[src/rtl/mult_pkg.sv]
// Shared types and constants for the multiplier result path.
// Also holds the BCD digit correction used by the double-dabble converter.
package mult_pkg;

  localparam int RES_W      = 16;
  localparam int BCD_DIGITS = 5;

  typedef enum logic [1:0] {
    IDLE   = 2'd0,
    SHIFT  = 2'd1,
    FINISH = 2'd2
  } state_t;

  // Pre-shift correction: a digit of 5 or more would overflow past 9 when doubled.
  function automatic logic [3:0] add3_correct(input logic [3:0] digit);
    return (digit >= 4'd5) ? digit + 4'd3 : digit;
  endfunction

endpackage

[src/rtl/bcd_add3_stage.sv]
// Combinational add-3 correction applied to every packed BCD nibble in parallel.
module bcd_add3_stage
  import mult_pkg::*;
#(
  parameter int DIGITS = BCD_DIGITS
) (
  input  logic [4*DIGITS-1:0] din,
  output logic [4*DIGITS-1:0] dout
);

  for (genvar gi = 0; gi < DIGITS; gi++) begin : g_digit
    assign dout[4*gi +: 4] = add3_correct(din[4*gi +: 4]);
  end

endmodule

[src/rtl/mult_result_bcd.sv]
// Captures the multiplier magnitude/sign and converts it to packed BCD,
// one bit per clock, with a leading-zero blank mask for the display driver.
module mult_result_bcd
  import mult_pkg::*;
#(
  parameter int WIDTH  = RES_W,
  parameter int DIGITS = BCD_DIGITS
) (
  input  logic                clk,
  input  logic                rst,
  input  logic                start,
  input  logic [WIDTH-1:0]    bin_in,
  input  logic                sign_in,
  output logic                busy,
  output logic                done,
  output logic [4*DIGITS-1:0] bcd_out,
  output logic                sign_out,
  output logic [DIGITS-1:0]   blank
);

  localparam int BCD_W = 4 * DIGITS;
  localparam int CNT_W = $clog2(WIDTH + 1);
  localparam logic [DIGITS-1:0] BLANK_RST = {{(DIGITS-1){1'b1}}, 1'b0};

  // DIGITS >= ceil(WIDTH * log10(2)), evaluated in fixed point.
  if (DIGITS * 100000 < WIDTH * 30103) begin : g_bad_digits
    $error("mult_result_bcd: DIGITS too small for WIDTH");
  end

  state_t             state_reg, state_next;
  logic [CNT_W-1:0]   cnt_reg, cnt_next;
  logic [WIDTH-1:0]   sr_reg, sr_next;
  logic [BCD_W-1:0]   scratch_reg, scratch_next;
  logic               sign_lat_reg, sign_lat_next;
  logic               busy_reg, busy_next;
  logic               done_reg, done_next;
  logic [BCD_W-1:0]   bcd_reg, bcd_next;
  logic               sign_out_reg, sign_out_next;
  logic [DIGITS-1:0]  blank_reg, blank_next;

  logic [BCD_W-1:0]   scratch_adj;
  logic [DIGITS-1:0]  blank_calc;

  bcd_add3_stage #(.DIGITS(DIGITS)) u_add3 (
    .din  (scratch_reg),
    .dout (scratch_adj)
  );

  // A digit blanks only when it and every more significant digit are zero.
  assign blank_calc[0] = 1'b0;
  for (genvar gi = 1; gi < DIGITS; gi++) begin : g_blank
    assign blank_calc[gi] = ~|scratch_reg[BCD_W-1:4*gi];
  end

  always_comb begin
    state_next    = state_reg;
    cnt_next      = cnt_reg;
    sr_next       = sr_reg;
    scratch_next  = scratch_reg;
    sign_lat_next = sign_lat_reg;
    busy_next     = busy_reg;
    done_next     = 1'b0;
    bcd_next      = bcd_reg;
    sign_out_next = sign_out_reg;
    blank_next    = blank_reg;

    case (state_reg)
      IDLE: begin
        if (start) begin
          sr_next       = bin_in;
          scratch_next  = '0;
          sign_lat_next = sign_in;
          cnt_next      = '0;
          busy_next     = 1'b1;
          state_next    = SHIFT;
        end
      end
      SHIFT: begin
        scratch_next = {scratch_adj[BCD_W-2:0], sr_reg[WIDTH-1]};
        sr_next      = {sr_reg[WIDTH-2:0], 1'b0};
        cnt_next     = cnt_reg + CNT_W'(1);
        if (cnt_reg == CNT_W'(WIDTH - 1)) begin
          state_next = FINISH;
        end
      end
      FINISH: begin
        bcd_next      = scratch_reg;
        blank_next    = blank_calc;
        // Zero magnitude never shows a minus sign.
        sign_out_next = sign_lat_reg & (|scratch_reg);
        done_next     = 1'b1;
        busy_next     = 1'b0;
        state_next    = IDLE;
      end
      default: begin
        state_next = IDLE;
      end
    endcase
  end

  always_ff @(posedge clk) begin
    if (rst) begin
      state_reg    <= IDLE;
      cnt_reg      <= '0;
      sr_reg       <= '0;
      scratch_reg  <= '0;
      sign_lat_reg <= 1'b0;
      busy_reg     <= 1'b0;
      done_reg     <= 1'b0;
      bcd_reg      <= '0;
      sign_out_reg <= 1'b0;
      blank_reg    <= BLANK_RST;
    end else begin
      state_reg    <= state_next;
      cnt_reg      <= cnt_next;
      sr_reg       <= sr_next;
      scratch_reg  <= scratch_next;
      sign_lat_reg <= sign_lat_next;
      busy_reg     <= busy_next;
      done_reg     <= done_next;
      bcd_reg      <= bcd_next;
      sign_out_reg <= sign_out_next;
      blank_reg    <= blank_next;
    end
  end

  assign busy     = busy_reg;
  assign done     = done_reg;
  assign bcd_out  = bcd_reg;
  assign sign_out = sign_out_reg;
  assign blank    = blank_reg;

endmodule

[config.mk]
export PLATFORM = sky130hd
export DESIGN_NAME = mult_result_bcd
export DESIGN_NICKNAME = d
export VERILOG_FILES = /design/src/rtl/mult_pkg.sv /design/src/rtl/bcd_add3_stage.sv /design/src/rtl/mult_result_bcd.sv
export SDC_FILE = /design/constraint.sdc
export NUM_CORES = 1
export LEC_CHECK = 0
export CAP_MARGIN = 20
export CORE_ASPECT_RATIO = 1.5
export CORE_MARGIN = 2
export CORE_UTILIZATION = 45
export CTS_CLUSTER_SIZE = 30
export DETAILED_ROUTE_END_ITERATION = 16
export PLACE_DENSITY = 0.68
export SYNTH_ARGS = -nofsm -noshare
export SYNTH_HDL_FRONTEND = slang
export SYNTH_SLANG_ARGS = --single-unit
[constraint.sdc]
create_clock -name clk -period 2.05 [get_ports clk]
set_input_delay 0.615 -clock clk [delete_from_list [all_inputs] [get_ports clk]]
set_output_delay 0.615 -clock clk [all_outputs]
set_load 0.02 [all_outputs]
* Yosys cells after proc, flatten, opt, wreduce, memory -nomap -nowiden
Index checks and enable logic that the tools add are counted.
Word-level totals: bits in registers 71, input bits 20
Cells by class: add/subtract/negate cells 6, magnitude comparators 5, eq/ne operators 5, mux-type cells 17, bitwise gates (word level) 1, reduce and logical (&&, ||, !) cells 16
Operator list (number):
- 20-bit case mux with 2 select lines | 1
- 16-bit case mux with 2 select lines | 1
- 4-bit by 3-bit greater-or-equal comparator with 1-bit output (second input constant) | 5
- 20-bit two-way mux | 1
- 20-bit OR reduction | 1
- 4-bit by 2-bit adder with 4-bit output (second input constant) | 4
- 16-bit two-way mux | 1
- 4-bit two-way mux | 4
- 16-bit OR reduction | 1
- 12-bit OR reduction | 1
- 5-bit case mux with 2 select lines | 1
- 2-bit AND reduction | 4
- 8-bit OR reduction | 1
- 5-bit by 1-bit adder with 5-bit output (second input constant) | 1
- 5-bit by 4-bit == test with 1-bit output (second input constant) | 1
- 5-bit two-way mux | 1
- 1-bit logical NOT | 4
- 2-bit two-way mux | 2
- 2-bit != test (second input constant) | 2
- 2-bit case mux with 2 select lines | 1
- 2-bit nonzero test | 2
- 4-bit OR reduction | 1
- 3-bit by 2-bit adder with 3-bit output (second input constant) | 1
- 3-bit two-way mux | 1
- 6 further kinds | 7

* Depth between registers and ports, before layout
Gate-level depths: netlist (run 1).
word-level depth 3, depth in mapped cells 6

* Modules after synthesis
A second synthesis (run 1) with hierarchy kept.
Unflattened totals: cells, all modules 403, area, all modules 3230.6 um^2
Modules (own cells, without submodules):
- mult_result_bcd | times used 1, cells an instance 323, area each 2723.9 um^2, seq. area each 1421.4 um^2
- bcd_add3_stage | times used 1, cells an instance 80, area each 506.7 um^2, seq. area each 0.0 um^2

* Worst setup path after synthesis (run 1)
Ideal clock, no wire load.
path kind input port to flip-flop, from input port rst, to register scratch_reg[15], arrival 1.518 ns, required time 1.990 ns, slack 0.471 ns, stages on the path 6, buffers on the path 3, path through clkbuf_1 or2_1 buf_2 buf_6 o31ai_2 a32o_1
RTL lines:
- start: declaration | line mult_result_bcd.sv:10 | input logic rst,
- end signal: assignment | line mult_result_bcd.sv:117 | scratch_reg <= scratch_next;
- end: declaration | line mult_result_bcd.sv:33 | logic [BCD_W-1:0] scratch_reg, scratch_next;

* Final worst setup path (run 1)
from register busy_reg (netlist: busy), to output port busy
RTL lines:
- start: declaration | line mult_result_bcd.sv:35 | logic busy_reg, busy_next;
- start signal: assignment | line mult_result_bcd.sv:119 | busy_reg <= busy_next;
- end: declaration | line mult_result_bcd.sv:14 | output logic busy,
No word-level cell between the ends.

==> metrics.log, run 1 <==
[metrics] mean number of vias per cell: 5.44
[metrics] Worst Skew: 0.00752 ns
[metrics] crit path buf inv count: 1
[metrics] internal power component: 2.14 mW
[metrics] Final Hold Fails: 0
[metrics] input/output buffers: 46
[metrics] Initial Utilization: 46.3%
[metrics] number of logic stages on the critical path including buffering: 1
[metrics] DRT antenna net count: 0
[metrics] cell-by-cell trace of the critical path: clkdlybuf4s50_1
[metrics] power spent charging and discharging nets: 0.654 mW
[metrics] number of max-cap violations: 0
[metrics] count of standard-cell rows: 37
[metrics] Routed WL: 6660 um
[metrics] slowest stage cell on the critical path: clkdlybuf4s50_1
[metrics] required time at the worst-slack endpoint: 1.43 ns
[metrics] fraction of post-synthesis cell area in the top cell type by area: 45.1%
[metrics] number of sinks driven by the clock tree: 71
[metrics] Worst path max stage delay: 0.60 ns
[metrics] Synth Area per Inst: 8.45 um^2
[metrics] maximum fanout count along the critical path: 2
[metrics] cell count of the worst reg-to-reg path: 7
[metrics] total routing usage reported by global routing: 18.8%
[metrics] CTS H-tree lvls: 3
[metrics] core outline area: 0.00681 mm^2
[metrics] leakage power: 1.54 nW
[metrics] cell area after technology mapping: 0.00315 mm^2
[metrics] vias in the first global route: 2616
[metrics] origin of the worst setup path: busy
[metrics] Arrival @ worst endpoint: 1.29 ns
[metrics] root buffer selected by CTS: clkbuf_8
[metrics] portion of total power attributed to combinational logic: 9.3%
[metrics] clock-pin transition on the worst setup and hold timing paths: 0.07 ns
[metrics] Setup crit start kind: flip-flop
[metrics] share of the yosys chip area belonging to registers: 45.1%
[metrics] DP Worst Slack: -0.00342 ns
[metrics] Top Family by Delay on Critical Path: buffers and inverters
[metrics] number of detailed-routing iterations run before antenna repair: 6
[metrics] total of fill cells in the finished design: 643
[metrics] Setup Crit Path Kind: reg2out
[metrics] post-CTS repair timing setup buffer count: 0
[metrics] switching share of power: 23.4%
[metrics] worst hold slack: 0.453 ns
[metrics] number of instances in the synthesized netlist: 373
[metrics] startpoint of the worst register-to-register path: scratch_reg[16]
[metrics] Period Utilization, post-route: 93.1%
[metrics] number of register bits inferred by synthesis: 71
[metrics] number of nets in the layout: 457
[metrics] Detailed Place HPWL: 4760 um
[metrics] number of antenna violations at the first check in global routing: 0
[metrics] Synthesized Nets: 408
[metrics] Area contributors post-synth: dfxtp_1 (45%), nor2_1 (6.4%), ha_1 (6.0%)
[metrics] register share of total power: 51.6%
[metrics] setup repair after global routing missed its margin: false
[metrics] footprint of the multi-input gates: 0.00157 mm^2
[metrics] Initial DRC Count: 146
[metrics] Async S/R FF share, synth: 0%
[metrics] DRC viols: 0
[metrics] number of buffers inserted during clock tree synthesis: 9
[metrics] count of antenna diodes in the layout: 0
[metrics] routability congestion estimate: 0.807
[metrics] most instantiated library cell after synthesis: dfxtp_1
[metrics] final worst path period need: 1.91 ns
[metrics] die span in x: 72.3 um
[metrics] first-pass GRT wire length: 11500 um
[metrics] worst reg-to-reg setup slack: 0.29 ns
[metrics] area grow syn2layout: 24.5%
[metrics] count of different cell masters after synthesis: 43
[metrics] pin count of the biggest net entering global routing: 38
[metrics] clock tree from TritonCTS: built
[metrics] later-pin clock latency in the skew report: 0.35 ns
[metrics] final setup slack of the worst path: 0.142 ns
[metrics] capture instance of the worst register-to-register path: sign_out
[metrics] Slew Viols, Final: 0
[metrics] class of the most critical hold timing path: reg2reg
[metrics] Resize count post-CTS: 0
[metrics] fmax: 524 MHz
[metrics] cell accounting for the most synthesized area: dfxtp_1
[metrics] Chip Height: 107 um
[metrics] Clock Power Share: 39.1%
[metrics] total number of yosys warnings: 0
[metrics] IR Drop Worst-Case VDD: 508 uV
[metrics] type of destination of the critical path: output port
[metrics] vias after detailed routing: 2745
[metrics] wire length per cell after detailed routing: 13.2 um
[metrics] total of hold buffers inserted after clock tree synthesis: 0
[metrics] # IOs: 48
[metrics] area enclosed by the die boundary: 0.00771 mm^2
[metrics] end of the critical path: busy
[metrics] maximum buffer depth of the clock tree: 2
[metrics] storage element area: 0.00142 mm^2
[metrics] number of flops mapped to enable cells by yosys: 0
[metrics] flip-flop cell with the highest count after synthesis: dfxtp_1
[metrics] global-route congestion overflow total: 0
[metrics] Pwr per Cell Area: 710 mW/mm^2
[metrics] share of cells above drive strength 1: 8.20%
[metrics] status: finished clean
[metrics] most instantiated cells after synthesis: dfxtp_1 (71), nor2_1 (54), nand2_1 (46), a21oi_1 (33), nor3_1 (16)
[metrics] Setup Viol. Count Final: 0
-- cell usage in the layout (no fill, tap or decap), types with 6 or more instances in the layout --
cell type         n
nand2b_1         12
a2bb2oi_1        14
a21oi_1          33
nor3_1           16
dfxtp_1          71
inv_1            12
clkdlybuf4s50_1  46
a22o_1            6
clkbuf_8         10
nor2_1           54
buf_4            16
o22ai_1          12
nand2_1          46
ha_1             15
o21ai_0           6
-- layout make-up --
class,instances,area share (%)
repair buffers,63,15.3
flip-flops and latches,71,36.2
multi-input cells,264,39.9
clock inverters,4,1.15
clock buffers,12,3.70
inverters,13,1.24
well taps,78,2.49
-- power by group through the flow --
stage,Sequential (mW),Combinational (mW),Clock (mW)
floorplan,1.47,0.169,0
global placement,1.47,0.255,0
detailed placement,1.47,0.259,0
CTS,1.44,0.261,1.12
global route,1.44,0.291,1.18
finish,1.44,0.258,1.09
-- metal layers --
metal / track usage [%] / routed length [um] / vias up
met5: 0 / 0 / -
met3: 4.64 / 223 / 10
met4: 7.82 / 138 / 0
met1: 21.0 / 2810 / 1296
li1: - / - / 1388
met2: 33.2 / 3480 / 51
-- kinds of logic after synthesis --
family	Yosys count	share of synthesized area (%)
simple gates	144	20.3
compound gates	93	20.0
flops	71	45.1
buf+inv	38	5.20
fa+ha+maj	15	5.95
mux	6	1.94
xor+xnor	5	1.39
other cells	1	0.119
-- worst min path at each step --
stage | start | end | depth (start not counted)
floorplan | scratch_reg[17] | bcd_out[17] | 2
global placement | bcd_out[8] | bcd_out[8] | 2
detailed placement | bcd_out[4] | bcd_out[4] | 2
CTS | bcd_out[4] | bcd_out[4] | 2
global route | bcd_out[7] | bcd_out[7] | 2
finish | bcd_out[10] | bcd_out[10] | 2
-- per-stage QoR --
step	std cells	TNS (ns)	utilization, %	total power [mW]	cell area [um^2]
floorplan	373	0	-	1.64	3150
global placement	489	0	54.9	1.72	3740
detailed placement	489	-0.00533	54.9	1.73	3740
CTS	505	0	57.7	2.82	3930
global route	505	0	57.7	2.92	3930
finish	505	0	57.7	2.79	3930
(Power assumes the default switching activity.)
==> inputs of run 2 (changes only) <==
- CTS_BUF_LIST: not set -> sky130_fd_sc_hd__clkbuf_4 sky130_fd_sc_hd__clkbuf_8
- clock period: 2.05 -> 1.76 ns (I/O delays scaled with it)
==> run 2 against run 1 <==
Against the previous run:
- clock power is 13% higher
- sequential cell count stayed put
- worst hold slack worse by 0.0037 ns
- non-clock buffer count is 10 higher
- count of clock-buffer cells in the layout is 2 higher
- critical path depth is 7 higher
- largest power group unchanged
- critical endpoint is now sign_out
==> metrics.log, run 2 (synthesis results as in run 1) <==
[metrics] Final Hold Fails: 0 (unchanged)
[metrics] Worst Skew: 0.00807 ns (+0.000549 ns)
[metrics] routability congestion estimate: 0.803 (-0.51%)
[metrics] portion of total power attributed to combinational logic: 9.4% (about the same)
[metrics] Arrival @ worst endpoint: 1.85 ns (+0.56 ns)
[metrics] root buffer selected by CTS: clkbuf_8
[metrics] Overall Power: 3.21 mW (+15%)
[metrics] power spent charging and discharging nets: 0.738 mW (+13%)
[metrics] core outline area: 0.00681 mm^2 (unchanged)
[metrics] required time at the worst-slack endpoint: 2.00 ns (+0.57 ns)
[metrics] register share of total power: 52.3% (+0.7 points)
[metrics] Worst Hold End: bcd_out[9]
[metrics] pin count of the biggest net entering global routing: 39 (+2.6%)
[metrics] vias in the first global route: 2712 (+3.7%)
[metrics] start point of the worst min-delay path: bcd_out[9]
[metrics] Setup Viol. Count Final: 0 (unchanged)
[metrics] cell count of the worst reg-to-reg path: 8 (+1)
[metrics] clock-pin transition on the worst setup and hold timing paths: 0.07 ns (about the same)
[metrics] vias after detailed routing: 2764 (+0.69%)
[metrics] switching share of power: 23.0% (-0.43 points)
[metrics] number of detailed-routing iterations run before antenna repair: 4 (-2)
[metrics] wire length per cell after detailed routing: 13.3 um (+0.66%)
[metrics] number of antenna violations at the first check in global routing: 0 (unchanged)
[metrics] Initial DRC Count: 128 (-12%)
[metrics] final worst path period need: 1.61 ns
[metrics] capture instance of the worst register-to-register path: sign_out
[metrics] input/output buffers: 46 (unchanged)
[metrics] DP Worst Slack: -0.158 ns (-0.155 ns)
[metrics] clock tree from TritonCTS: built
[metrics] type of destination of the critical path: flip-flop
[metrics] leakage power: 1.69 nW (+9.4%)
[metrics] Slew Viols, Final: 0 (unchanged)
[metrics] total routing usage reported by global routing: 19.5% (+0.67 points)
[metrics] core utilization of the finished layout: 58.2% (+0.55 points)
[metrics] DRT antenna net count: 0 (unchanged)
[metrics] number of nets in the layout: 467 (+2.2%)
[metrics] class of the most critical hold timing path: reg2reg
[metrics] final setup slack of the worst path: 0.149 ns (+0.00712 ns)
[metrics] maximum fanout count along the critical path: 2 (unchanged)
[metrics] Worst Hold Path Cells: 2 (unchanged)
[metrics] IR Drop Worst-Case VDD: 649 uV (+28%)
[metrics] Layout Cell Area excl Fill: 0.00396 mm^2 (+0.96%)
[metrics] number of max-cap violations: 0 (unchanged)
[metrics] fmax: 621 MHz
[metrics] Period Utilization, post-route: 91.5%
[metrics] maximum buffer depth of the clock tree: 2 (unchanged)
[metrics] Routed WL: 6810 um (+2.3%)
[metrics] Initial Utilization: 46.3% (unchanged)
[metrics] Chip Height: 107 um (unchanged)
[metrics] highest-count cells in the layout ignoring fill and taps: dfxtp_1 (71), nor2_1 (54), nand2_1 (46)
[metrics] number of buffers inserted during clock tree synthesis: 9 (unchanged)
[metrics] most common cell after layout, fill and taps aside: dfxtp_1
[metrics] Setup crit start kind: flip-flop
[metrics] number of sinks driven by the clock tree: 71 (unchanged)
[metrics] first-pass GRT wire length: 11700 um (+1.6%)
[metrics] standard cell area after detailed placement: 0.00381 mm^2 (+2.0%)
[metrics] mean number of vias per cell: 5.39 (-0.88%)
[metrics] count of standard-cell rows: 37 (unchanged)
[metrics] post-CTS repair timing setup buffer count: 0 (unchanged)
[metrics] area grow syn2layout: 25.7%
[metrics] Setup Crit Path Kind: reg2reg
[metrics] # IOs: 48 (unchanged)
[metrics] area enclosed by the die boundary: 0.00771 mm^2 (unchanged)
[metrics] internal power component: 2.47 mW (+16%)
[metrics] count of antenna diodes in the layout: 0 (unchanged)
[metrics] share of cells above drive strength 1: 10.3% (+2.1 points)
[metrics] later-pin clock latency in the skew report: 0.35 ns (about the same)
[metrics] CTS H-tree lvls: 3 (unchanged)
[metrics] Clock Power Share: 38.3% (-0.8 points)
[metrics] status: finished clean
[metrics] Pwr per Cell Area: 809 mW/mm^2 (+14%)
[metrics] global-route congestion overflow total: 0 (unchanged)
[metrics] Detailed Place HPWL: 4880 um (+2.4%)
[metrics] DRC viols: 0 (unchanged)
[metrics] worst reg-to-reg setup slack: 0.15 ns (-0.14 ns)
[metrics] final setup TNS: 0 ns (unchanged)
[metrics] setup repair after global routing missed its margin: false
[metrics] startpoint of the worst register-to-register path: scratch_reg[17]
[metrics] die span in x: 72.3 um (unchanged)
## run 2: what timing repair did
item	CTS	global route
endpoints found under the setup margin	27	0
hold buffers	0	0
resized for setup	27	0
## run 2: stage by stage
step           std cells  hold slack [ns]
2_1_floorplan        373            0.432
3_3_place_gp         499            0.443
3_5_place_dp         499            0.447
4_1_cts              513            0.453
5_1_grt              513            0.465
6_report             513            0.449
## run 2: power groups by stage
stage                     logic [mW]  registers (mW)  clock network, mW
after floorplan                0.197            1.71                  0
after global placement         0.300            1.71                  0
after detailed placement       0.305            1.71                  0
after CTS                      0.305            1.68               1.26
after global routing           0.335            1.68               1.33
final                          0.302            1.68               1.23
## run 2: worst max path at each step
stage / startpoint / slack (ns) / endpoint / depth (start not counted)
after global routing: scratch_reg[12] / 0.009 / sign_out / 7
after CTS: scratch_reg[17] / 0.15 / sign_out / 8
after floorplan: scratch_reg[16] / 0.23 / sign_out / 6
final: scratch_reg[17] / 0.15 / sign_out / 8
after detailed placement: rst / -0.16 / scratch_reg[19] / 4
after global placement: rst / -0.11 / scratch_reg[11] / 4
## run 2: metal layers
layer  up-vias  wire length (um)  global-route usage [%]
met4         0               126                    9.30
met3        11               264                    5.40
met2        54              3570                    34.7
met5         -                 0                       0
met1      1299              2850                    20.6
li1       1400                 -                       -
## run 2: layout make-up
| type | count | area [um^2] |
|---|---|---|
| Fill cell | 644 | 2840 |
| Multi-Input combinational cell | 264 | 1570 |
| Sequential cell | 71 | 1420 |
| Timing Repair Buffer | 73 | 642 |
| Clock buffer | 14 | 186 |
| Tap cell | 78 | 97.6 |
| Inverter | 13 | 48.8 |
## run 2: critical path, cell delays in order, from the launching register on
cell and delay, ns:
dfxtp_1 0.32, inv_1 0.07, ha_1 0.17, nor3b_1 0.18
buf_4 0.15, nand3_1 0.11, nor4_2 0.26, buf_4 0.16
a31oi_1 0.08
==> inputs of run 3 (changes only) <==
- CORE_ASPECT_RATIO: 1.5 -> 1.25
- HOLD_SLACK_MARGIN: not set -> 0.1
==> run 3 against run 2 <==
Against the previous run:
- sequential cell count unchanged
- final area up 0.82%
- core utilization down 0.26 points
- cell count up 3.1%
- routed wire length up 0.87%
- first-iteration DRC count down 3.9%
- clock skew about the same
- total power down 3.1%
- critical path depth down 2
- via count about the same
- sequential power about the same
- worst setup slack better by 0.015 ns
- critical path type unchanged
- critical endpoint is now sr_reg[1]
- largest power group unchanged
==> metrics.log, run 3 (synthesis results as in run 1) <==
[metrics] total of hold buffers inserted after clock tree synthesis: 0 (unchanged)
[metrics] Initial DRC Count: 123 (-3.9%)
[metrics] cell count of the worst reg-to-reg path: 6 (-2)
[metrics] cell count after placement: 513 (+2.8%)
[metrics] setup repair after global routing missed its margin: false
[metrics] area enclosed by the die boundary: 0.00770 mm^2 (-0.13%)
[metrics] root buffer selected by CTS: clkbuf_8
[metrics] core outline area: 0.00689 mm^2 (+1.3%)
[metrics] highest-count cells in the layout ignoring fill and taps: dfxtp_1 (71), nor2_1 (54), nand2_1 (46)
[metrics] global-route congestion overflow total: 0 (unchanged)
[metrics] clock tree from TritonCTS: built
[metrics] leakage power: 1.70 nW (+0.99%)
[metrics] status: finished clean
[metrics] DRT antenna net count: 0 (unchanged)
[metrics] CTS H-tree lvls: 3 (unchanged)
[metrics] IR Drop Worst-Case VDD: 511 uV (-21%)
[metrics] Worst Skew: 0.00806 ns (-0.0000111 ns)
[metrics] Period Utilization, post-route: 90.7% (-0.85 points)
[metrics] share of cells above drive strength 1: 11.6% (+1.3 points)
[metrics] number of detailed-routing iterations run before antenna repair: 4 (unchanged)
[metrics] final setup TNS: 0 ns (unchanged)
[metrics] Final Hold Fails: 0 (unchanged)
[metrics] DRC viols: 0 (unchanged)
[metrics] final setup slack of the worst path: 0.164 ns (+0.0150 ns)
[metrics] number of buffers inserted during clock tree synthesis: 9 (unchanged)
[metrics] Worst Hold End: bcd_out[11]
[metrics] Setup Viol. Count Final: 0 (unchanged)
[metrics] mean number of vias per cell: 5.22 (-3.1%)
[metrics] type of destination of the critical path: flip-flop
[metrics] start point of the worst min-delay path: bcd_out[11]
[metrics] Setup crit start kind: flip-flop
[metrics] count of standard-cell rows: 34 (-8.1%)
[metrics] first-pass GRT wire length: 12000 um (+2.3%)
[metrics] Setup Crit Path Kind: reg2reg
[metrics] Arrival @ worst endpoint: 1.82 ns (-0.03 ns)
[metrics] number of sinks driven by the clock tree: 71 (unchanged)
[metrics] required time at the worst-slack endpoint: 1.98 ns (-0.02 ns)
[metrics] worst reg-to-reg setup slack: 0.16 ns (about the same)
[metrics] fmax: 627 MHz (+0.94%)
[metrics] Pwr per Cell Area: 778 mW/mm^2 (-3.9%)
[metrics] Initial Utilization: 45.8% (-0.58 points)
[metrics] vias after detailed routing: 2762 (-0.072%)
[metrics] worst hold slack: 0.451 ns (+0.00179 ns)
[metrics] Worst Hold Path Cells: 2 (unchanged)
[metrics] Detailed Place HPWL: 4870 um (-0.18%)
[metrics] Chip Height: 97.6 um (-8.4%)
[metrics] count of antenna diodes in the layout: 0 (unchanged)
[metrics] input/output buffers: 46 (unchanged)
[metrics] most common cell after layout, fill and taps aside: dfxtp_1
[metrics] maximum fanout count along the critical path: 16 (+14)
[metrics] vias in the first global route: 2681 (-1.1%)
[metrics] total routing usage reported by global routing: 19.2% (-0.23 points)
[metrics] number of max-cap violations: 0 (unchanged)
[metrics] final worst path period need: 1.60 ns (-0.0150 ns)
[metrics] capture instance of the worst register-to-register path: sr_reg[1]
[metrics] number of antenna violations at the first check in global routing: 0 (unchanged)
[metrics] pin count of the biggest net entering global routing: 28 (-28%)
[metrics] area grow syn2layout: 26.7%
[metrics] startpoint of the worst register-to-register path: state_reg[0]
[metrics] class of the most critical hold timing path: reg2reg
[metrics] clock-pin transition on the worst setup and hold timing paths: 0.07 ns (about the same)
[metrics] Routed WL: 6860 um (+0.87%)
[metrics] routability congestion estimate: 0.794 (-1.1%)
[metrics] # IOs: 48 (unchanged)
[metrics] number of nets in the layout: 469 (+0.43%)
[metrics] Slew Viols, Final: 0 (unchanged)
[metrics] die span in x: 78.9 um (+9.0%)
[metrics] later-pin clock latency in the skew report: 0.34 ns (about the same)
[metrics] wire length per cell after detailed routing: 13.0 um (-2.2%)
[metrics] post-CTS repair timing setup buffer count: 0 (unchanged)
[metrics] DP Worst Slack: -0.0307 ns (+0.128 ns)
[metrics] maximum buffer depth of the clock tree: 2 (unchanged)
[metrics] Non-Filler Instances: 529 (+3.1%)
-- run 3: worst max path at each step --
stage                          startpoint             end  cells after the start
final                        state_reg[0]       sr_reg[1]                      6
after global routing         state_reg[0]       sr_reg[6]                      6
after CTS                 scratch_reg[16]        sign_out                      8
after detailed placement            start  scratch_reg[7]                      6
after global placement              start  scratch_reg[7]                      6
after floorplan           scratch_reg[16]        sign_out                      6
-- run 3: final cells by class --
| class | count | area [um^2] |
|---|---|---|
| Tap cell | 90 | 113 |
| Inverter | 13 | 48.8 |
| Timing Repair Buffer | 75 | 677 |
| Clock inverter | 5 | 25.0 |
| Sequential cell | 71 | 1420 |
| Fill cell | 651 | 2900 |
| Clock buffer | 11 | 139 |
| Multi-Input combinational cell | 264 | 1570 |
-- run 3: power breakdown --
part | leakage (nW) | internal [mW] | switching [mW] | total, mW
Combinational | 1.03 | 0.155 | 0.151 | 0.306
Sequential | 0.577 | 1.65 | 0.0288 | 1.68
Clock | 0.0935 | 0.531 | 0.591 | 1.12
-- run 3: critical path: stages, from the launching register on --
cell	delay [ns]
dfxtp_1	0.49
buf_4	0.27
clkinv_1	0.20
buf_4	0.23
a2bb2oi_1	0.14
nor2_1	0.09
nor3_1	0.05
-- run 3: repair_timing --
action / 4_1_cts / 5_1_grt
gates cloned: 0 / 0
endpoints found under the setup margin: 27 / 1
resized for setup: 27 / 1
-- run 3: stage by stage --
| stage | util (%) | area, um^2 | total power [mW] |
|---|---|---|---|
| floorplan | - | 3150 | 1.91 |
| global placement | 56.0 | 3860 | 2.02 |
| detailed placement | 56.0 | 3860 | 2.02 |
| CTS | 57.9 | 3990 | 3.14 |
| global route | 58.0 | 4000 | 3.25 |
| finish | 58.0 | 4000 | 3.11 |
-- run 3: layer usage --
layer  routed length [um]  up-vias  global-route usage (%)  part of all wire, %
met4                  109        0                    8.09                  1.6
met3                  279       11                    3.07                  4.1
met2                 3330       57                    33.5                   49
li1                     -     1417                       -                    -
met5                    0        -                       0                    0
met1                 3140     1277                    23.2                   46
